--- config.mk ---
export PLATFORM = sky130hd
export DESIGN_NAME = mmul_stream_ctrl
export DESIGN_NICKNAME = d
export VERILOG_FILES = /design/src/rtl/mmul_stream_ctrl.sv
export SDC_FILE = /design/constraint.sdc
export NUM_CORES = 1
export LEC_CHECK = 0
export ABC_AREA = 1
export CORE_UTILIZATION = 25
export CTS_CLUSTER_SIZE = 20
export DETAILED_ROUTE_END_ITERATION = 10
export DONT_BUFFER_PORTS = 1
export SLEW_MARGIN = 20
export SYNTH_ARGS = -nofsm -noshare
export SYNTH_HDL_FRONTEND = slang
export SYNTH_SLANG_ARGS = --single-unit
--- constraint.sdc ---
create_clock -name clk -period 2.1 [get_ports clk]
set_input_delay 0.42 -clock clk [delete_from_list [all_inputs] [get_ports clk]]
set_output_delay 0.42 -clock clk [all_outputs]
set_load 0.05 [all_outputs]
--- src/rtl/mmul_stream_ctrl.sv ---
// Stream front/back end for one mmul instance: loads A then B element by element,
// runs mmul, then drains the captured product as a valid/ready stream.
module mmul_stream_ctrl #(
  parameter int M     = 3,
  parameter int N     = 3,
  parameter int K     = 3,
  parameter int L     = 3,
  parameter int WIDTH = 8
) (
  input  logic                   clk,
  input  logic                   reset,
  input  logic                   in_valid,
  output logic                   in_ready,
  input  logic [WIDTH-1:0]       in_data,
  output logic                   out_valid,
  input  logic                   out_ready,
  output logic [WIDTH-1:0]       out_data,
  output logic                   out_last,
  output logic                   error,
  output logic [M*N*WIDTH-1:0]   mm_mat_a,
  output logic [K*L*WIDTH-1:0]   mm_mat_b,
  output logic                   mm_enable,
  input  logic [M*L*WIDTH-1:0]   mm_mat_axb,
  input  logic                   mm_done,
  input  logic                   mm_invalid
);
  localparam int NA  = M * N;
  localparam int NB  = K * L;
  localparam int NR  = M * L;
  localparam int NMX = (NA > NB) ? NA : NB;
  localparam int IW  = $clog2(NMX + 1);
  localparam int RW  = $clog2(NR + 1);

  typedef enum logic [2:0] {LOAD_A, LOAD_B, RUN, DRAIN, ERR} state_t;

  state_t              state, state_nx;
  logic [IW-1:0]       idx;
  logic [RW-1:0]       ridx;
  logic [NR*WIDTH-1:0] result;
  logic                a_last, b_last, r_last;
  logic                in_xfer, out_xfer;

  assign a_last   = (idx == IW'(NA - 1));
  assign b_last   = (idx == IW'(NB - 1));
  assign r_last   = (ridx == RW'(NR - 1));
  assign in_xfer  = in_valid && in_ready;
  assign out_xfer = out_valid && out_ready;

  always_ff @(posedge clk) begin
    if (reset) state <= LOAD_A;
    else       state <= state_nx;
  end

  // in_ready is masked by reset so it stays low while reset is held.
  always_comb begin
    state_nx  = state;
    in_ready  = 1'b0;
    out_valid = 1'b0;
    case (state)
      LOAD_A: begin
        in_ready = !reset;
        if (in_valid && a_last) state_nx = LOAD_B;
      end
      LOAD_B: begin
        in_ready = !reset;
        if (in_valid && b_last) state_nx = RUN;
      end
      RUN: begin
        if (mm_invalid)   state_nx = ERR;
        else if (mm_done) state_nx = DRAIN;
      end
      DRAIN: begin
        out_valid = 1'b1;
        if (out_ready && r_last) state_nx = LOAD_A;
      end
      ERR:     state_nx = ERR;
      default: state_nx = LOAD_A;
    endcase
  end

  always_ff @(posedge clk) begin
    if (reset) begin
      idx       <= '0;
      ridx      <= '0;
      result    <= '0;
      mm_mat_a  <= '0;
      mm_mat_b  <= '0;
      mm_enable <= 1'b0;
      error     <= 1'b0;
    end else begin
      case (state)
        LOAD_A: if (in_xfer) begin
          mm_mat_a[int'(idx)*WIDTH +: WIDTH] <= in_data;
          idx <= a_last ? '0 : idx + 1'b1;
        end
        LOAD_B: if (in_xfer) begin
          mm_mat_b[int'(idx)*WIDTH +: WIDTH] <= in_data;
          idx <= b_last ? '0 : idx + 1'b1;
          if (b_last) mm_enable <= 1'b1;
        end
        // invalid wins over done when both arrive together
        RUN: begin
          if (mm_invalid) begin
            mm_enable <= 1'b0;
            error     <= 1'b1;
          end else if (mm_done) begin
            result    <= mm_mat_axb;
            mm_enable <= 1'b0;
            ridx      <= '0;
          end
        end
        DRAIN: if (out_xfer) ridx <= r_last ? '0 : ridx + 1'b1;
        default: ;
      endcase
    end
  end

  assign out_data = (state == DRAIN) ? result[int'(ridx)*WIDTH +: WIDTH] : '0;
  assign out_last = (state == DRAIN) && r_last;

endmodule

Yosys cells after proc, flatten, opt, wreduce, memory -nomap -nowiden:

Index checks and enable logic that the tools add are counted.

* register bits: 229
* word-level logic and storage cells: 70
* output and inout bits: 157
* input port bits: 86

* $add $sub $neg: 3
* equality and inequality tests: 15
* bitwise logic cells: 1
* multiplexer cells: 22
* shift operators: 3
* reductions and logical operators: 18

Operators by type and width (count)
* $bwmux 72: 2
* $shift 8x33->72 const A: 1
* $shiftx 72x8->8: 1
* $shiftx 8x33->72: 1
* $neg 7->33: 1
* $mux 4: 5
* $ne 2x2->1 const B: 8
* $mux 3: 5
* $pmux 3 s5: 1
* $reduce_and 4->1: 3
* $add 4x1->4 const B: 2
* $eq 4x4->1 const B: 2
* $mux 8: 1
* $pmux 4 s2: 1
* $reduce_and 2->1: 4
* $eq 3x2->1 const B: 2
* $mux 1: 6
* $logic_and 1x1->1: 5
* $reduce_bool 2->1: 2
* $eq 3x1->1 const B: 1
* $eq 3x3->1 const B: 1
* $logic_not 3->1: 1
* $ne 3x3->1 const B: 1
* $reduce_and 3->1: 1
* 4 further kinds: 4

Depth between registers and ports, before layout:

Gate-level depths: netlist (run 1).

* word-level depth: 6
* gate-level depth with buffers: 12

Least setup slack after synthesis (run 1):

OpenSTA, ideal clock, no wires.

* path type: register to output
* start point: register state[0]
* end point: output out_data[0]
* setup slack: -0.642 ns
* data arrival time: 2.322 ns
* cell stages (with the launch flop): 5
* path buffers: 0
* cell sequence: dfxtp_1 > inv_2 > nor3_2 > inv_2 > a21oi_1

* cells in the longest elaborated chain, start to end: 2

Ends and longest elaborated chain
* from (decl): RTL line 36 `state_t state, state_nx;`
* from (signal assigned): RTL line 51 `else state <= state_nx;`
* $eq 3x2->1: RTL line 118 `assign out_data = (state == DRAIN) ? result[int'(ridx)*WIDTH +: WIDTH] : '0;`
* $mux 8: RTL line 118
* to (decl): RTL line 17 `output logic [WIDTH-1:0] out_data,`

Every way passes these cells.

Worst setup path in the final report (run 1):

* start point: register ridx[0]
* end point: output out_data[7]

* cells in the longest elaborated chain, start to end: 2

Ends and longest elaborated chain
* from (decl): RTL line 38 `logic [RW-1:0] ridx;`
* from (signal assigned): RTL line 112 `DRAIN: if (out_xfer) ridx <= r_last ? '0 : ridx + 1'b1;`
* $shiftx 72x8->8: RTL line 118
* $mux 8: RTL line 118

Every way passes these cells.

==> results of run 1 <==
## per-stage QoR
step                      cells  instance area, um2  hold WS [ns]
after detailed placement   1875               10760        0.4500
after global placement     1875               10760        0.4404
after global routing       1945               12240       0.04636
after CTS                  1937               11990       0.01273
final                      1947               12250       0.03779
after floorplan            1380                9863        0.4297
## sequential cells by signal (all words and copies together), names as in the netlist
signal     flops
error          1
idx            4
mm_enable      1
mm_mat_a      72
mm_mat_b      72
result        72
ridx           4
state          3
## worst max-delay path, delay by kind of cell, from the launching register on
kind	cells	cell delay (ns)
compound gates	3	0.74
flops	1	0.40
buf+inv	2	0.22
simple gates	1	0.13
## per-layer routing
layer | track usage [%] | vias to the layer above | part of all wire [%] | routed length, um
li1 | - | 4532 | - | -
met1 | 19.43 | 4223 | 41 | 13700
met2 | 26.43 | 286 | 45 | 15000
met3 | 6.211 | 64 | 11 | 3567
met4 | 5.428 | 0 | 2.8 | 928
met5 | 0 | - | 0 | 0
## final cells by class
| type | instances | share of cell area [%] |
|---|---|---|
| Clock buffer | 40 | 6.232 |
| Tap cell | 511 | 5.221 |
| Multi-Input combinational cell | 988 | 39.84 |
| Inverter | 95 | 3.218 |
| Timing Repair Buffer | 73 | 7.274 |
| Sequential cell | 229 | 37.47 |
| Antenna cell | 3 | 0.06130 |
| Clock inverter | 8 | 0.6743 |
## timing repair
item | in CTS | in global routing
pin swaps | 24 | 28
gates cloned | 6 | 3
gates resized for setup | 43 | 69
endpoints found under the setup margin | 10 | 139
hold buffers | 1 | 0
setup buffers | 7 | 7
hold endpoints to repair | 38 | 0
## final timing paths
kind,startpoint,end,depth (start not counted)
hold reg to reg,result[42],result[42],2
setup reg to reg,idx[1],mm_mat_b[21],10
setup / recovery,ridx[0],out_data[7],6
hold / removal,mm_mat_axb[45],result[45],2
## cell usage after synthesis, types with 10 or more instances
cell / count
nand3_1: 75
nand2_1: 129
o211ai_1: 10
inv_1: 74
inv_2: 17
dfxtp_1: 229
clkbuf_1: 41
o21ai_0: 164
nor2_1: 445
a21oi_1: 62
nand4_1: 10
buf_2: 16
nor3_1: 39
## cells by family after synthesis
family	synth area share, %
flops	46.99
buf+inv	6.758
xor+xnor	0.1796
compound gates	12.91
fa+ha+maj	1.026
simple gates	32.14
## power by group
group | switching, mW | total [mW] | internal [mW]
Clock | 1.89 | 4.52 | 2.62
Combinational | 0.433 | 0.611 | 0.178
Sequential | 0.0611 | 4.42 | 4.36
Total | 2.38 | 9.55 | 7.16
==> out/results.ini, run 1 <==
[global_route]
antenna_found_initial = 1
track_usage_pct = 16.22
grt_max_degree = 187
grt_pass1_wl_um = 50230
overflow = 0
grt_pass1_vias = 8678

[clocking]
cts-root-buf = clkbuf_16
clock-sinks = 229
cts_max_path_buffers = 3
clk_pin_slew_ns = 0.06
tritoncts = built
clk_latency_ns = 0.57
htreeDepth = 1
cts_buffers = 26

[timing]
skew_ns = 0.03397
tns_ns = -2.775
fmax_mhz = 408.4
hold_viol = 0
final.period_utilization_pct = 116.6
slew-limit-headroom_pct = 50.78
setup_slack_ns = -0.3486
rsz0062_at_grt = true
fin_crit_ns = 2.449
worst_pin_slew_ns = 0.7382
setup_viol = 9
slew_viol_final = 0

[floorplanning]
die_area_mm2 = 0.03982
io_pins = 243
core_mm2 = 0.03802
num_rows = 71
die_w_um = 199.6
die_y_um = 199.6
start_util_pct = 25.66

[routing]
drtPass1Iterations = 7
num_vias = 9105
vias_per_cell = 4.676
routedWlPerCell_um = 17.05
drc_errors = 0
drt-total-wl_um = 33200
first_iter_violations = 585
postRouteAntennaNets = 0

[logic_synthesis]
synthTopCellsByArea = dfxtp_1, nor2_1, o21ai_0
synth_area_leader_cell = dfxtp_1
syn_area_per_cell_um2 = 7.070
syn_nets = 1474
ys_async_sr_fraction_pct = 0
synth_seq_area_share_pct = 46.99
synth_cell_type_count = 34
synth_edf_count = 0
syn_area_mm2 = 0.009757
synth_top_area_share_pct = 46.99
synthFlopType = dfxtp_1
synth_warnings = 0
ys_ff_latch = 229
synthCells = 1380

[worst_setup_path]
worstPathMaxFanout = 8
crit_path_cell_trace = inv_6 > buf_12 > o21ai_0 > o211ai_1 > nand3_2 > a21oi_4
setup.worst_path.start_class = flip-flop
arrival_ns = 2.03
critPathRequiredTime_ns = 1.68
end_kind = primary output
r2r_slack_ns = 0.16
crit_type = reg2out
cp_slowest_stage_delay_ns = 0.40
critPathSlowestCell = dfxtp_4

[final_layout]
drive_gt1_share_pct = 15.49
seq_area_mm2 = 0.004589
multiInputGateArea_mm2 = 0.004880
area_growth_pct = 25.52
final_cell_mix = nor2_1, dfxtp_1, o21ai_0, nand2_1, inv_1
fin_nets = 1507
final_common_cell = nor2_1
fill_cells = 4040
final_core_util_pct = 32.21

[power]
power.density_mw_per_mm2 = 779.6
power_mw = 9.547
power.leakage_nw = 4.677
vdd_drop_max_uv = 599.2

[outcome]
status = complete, but fails checks
violations = negative setup slack

[place]
hpwl_um = 23140
routabilityCongestion = 0.8241
io_buffers = 0
pre_cts_ws_ns = 0.07085

[hold_path]
hold_path_class = in2reg

[job]
maxCapViolCount = 0

No activity file was read; power rests on OpenSTA's default activity.
==> run 2: changes to the inputs <==
--- a/config.mk
+++ b/config.mk
@@ -10,6 +10,7 @@
 export CTS_CLUSTER_SIZE = 20
 export DETAILED_ROUTE_END_ITERATION = 10
 export DONT_BUFFER_PORTS = 1
+export MAX_ROUTING_LAYER = met4
 export SLEW_MARGIN = 20
 export SYNTH_ARGS = -nofsm -noshare
 export SYNTH_HDL_FRONTEND = slang
==> run 2 against run 1 <==
The run still ends with negative setup slack left. Critical path depth increased by 1. Die area unchanged. Via count about the same. Clock-buffer cell count unchanged. Sequential cell count unchanged. Worst hold slack improved by 0.00068 ns. Sequential power about the same. Design area about the same. First-iteration DRC count increased by 1.5%.
==> out/results.ini, run 2 (same netlist as run 1, synthesis figures left out) <==
[final_layout]
final_cell_mix = nor2_1, dfxtp_1, o21ai_0, nand2_1, inv_1
largestRegisters = mm_mat_a: 72 flops, mm_mat_b: 72 flops, result: 72 flops
fin_nets = 1507
final_common_cell = nor2_1
drive_gt1_share_pct = 15.49
final_core_util_pct = 32.21
final_area_mm2 = 0.01225
area_growth_pct = 25.53

[place]
placed_cell_area_mm2 = 0.01076
io_buffers = 0
routabilityCongestion = 0.8365
hpwl_um = 23140

[global_route]
grt_pass1_vias = 8718
grt_pass1_wl_um = 50110
track_usage_pct = 16.67
overflow = 0
antenna_found_initial = 1
grt_max_degree = 187

[floorplanning]
start_util_pct = 25.66
num_rows = 71
die_area_mm2 = 0.03982
io_pins = 243
core_mm2 = 0.03802
die_y_um = 199.6
die_w_um = 199.6

[hold_path]
hold_path_class = in2reg

[timing]
final.period_utilization_pct = 116.3
skew_ns = 0.03553
worst_pin_slew_ns = 0.7348
setup_viol = 9
slew_viol_final = 0
fmax_mhz = 409.3
rsz0062_at_grt = true
hold_viol = 0
slew-limit-headroom_pct = 51.01
fin_crit_ns = 2.443
setup_slack_ns = -0.3431

[routing]
num_vias = 9107
vias_per_cell = 4.680
drc_errors = 0
drtPass1Iterations = 5
routedWlPerCell_um = 17.11
postRouteAntennaNets = 0
first_iter_violations = 594
drt-total-wl_um = 33290

[clocking]
cts-root-buf = clkbuf_16
clk_latency_ns = 0.57
clock-sinks = 229
tritoncts = built
cts_max_path_buffers = 3
htreeDepth = 1
cts_buffers = 26
clk_pin_slew_ns = 0.06

[worst_setup_path]
arrival_ns = 2.02
critPathRequiredTime_ns = 1.68
setup.worst_path.start_class = flip-flop
worstPathMaxFanout = 6
crit_type = reg2out
end_kind = primary output

[power]
power_mw = 9.549
power.leakage_nw = 4.677
vdd_drop_max_uv = 604.0
power.density_mw_per_mm2 = 779.7

[outcome]
status = complete, but fails checks
violations = negative setup slack

[job]
maxCapViolCount = 0

==> run 2: worst max-delay path, stage by stage, from the launching register on <==
cell	delay [ns]
dfxtp_4	0.40
buf_12	0.16
buf_16	0.14
a21oi_2	0.13
o21ai_2	0.09
nand3_1	0.10
nand3_2	0.10
a21oi_4	0.38
==> run 2: layout make-up <==
class,count,area [um2]
fill,4040,25770
clock inverter,8,82.58
timing repair buffer,73,894.6
multi-input combinational,988,4880
clock buffer,40,763.2
inverter,95,394.1
antenna,2,5.005
tap,511,639.4
sequential,229,4589
==> run 2: power by group <==
group          internal, mW  switching, mW  total (mW)
registers              4.36         0.0613        4.42
clock network          2.62           1.89        4.52
logic                 0.179          0.433       0.612
total                  7.16           2.39        9.55
==> run 2: final timing paths <==
kind,from,to,slack [ns],cells after the start
worst min-delay path,mm_mat_axb[45],result[45],0.04,2
worst max register to register,idx[0],mm_mat_b[66],0.16,9
worst max-delay path,ridx[0],out_data[7],-0.34,7
worst min register to register,result[40],result[40],0.46,2
==> run 2: per-layer routing <==
layer | up-vias | track usage, % | routed length, um
li1 | 4525 | - | -
met1 | 4238 | 19.23 | 13710
met2 | 277 | 26.45 | 15100
met3 | 67 | 6.380 | 3534
met4 | 0 | 5.428 | 947
met5 | - | - | 0
==> run 2: timing repair <==
item,in CTS,in global routing
setup buffers,7,7
resized for setup,43,70
endpoints found under the hold margin,38,0
hold buffers,1,0
cloned,6,3
setup endpoints to repair,10,139
pin swaps,24,30
==> run 2: through the flow <==
stage          cells  setup TNS (ns)  hold WS, ns  setup slack [ns]
2_1_floorplan   1380               0       0.4297           0.01091
3_3_place_gp    1875               0       0.4404            0.1274
3_5_place_dp    1875               0       0.4500           0.07085
4_1_cts         1937          -3.321      0.01273           -0.3981
5_1_grt         1945          -3.566      0.04636           -0.4408
6_report        1946          -2.747      0.03848           -0.3431
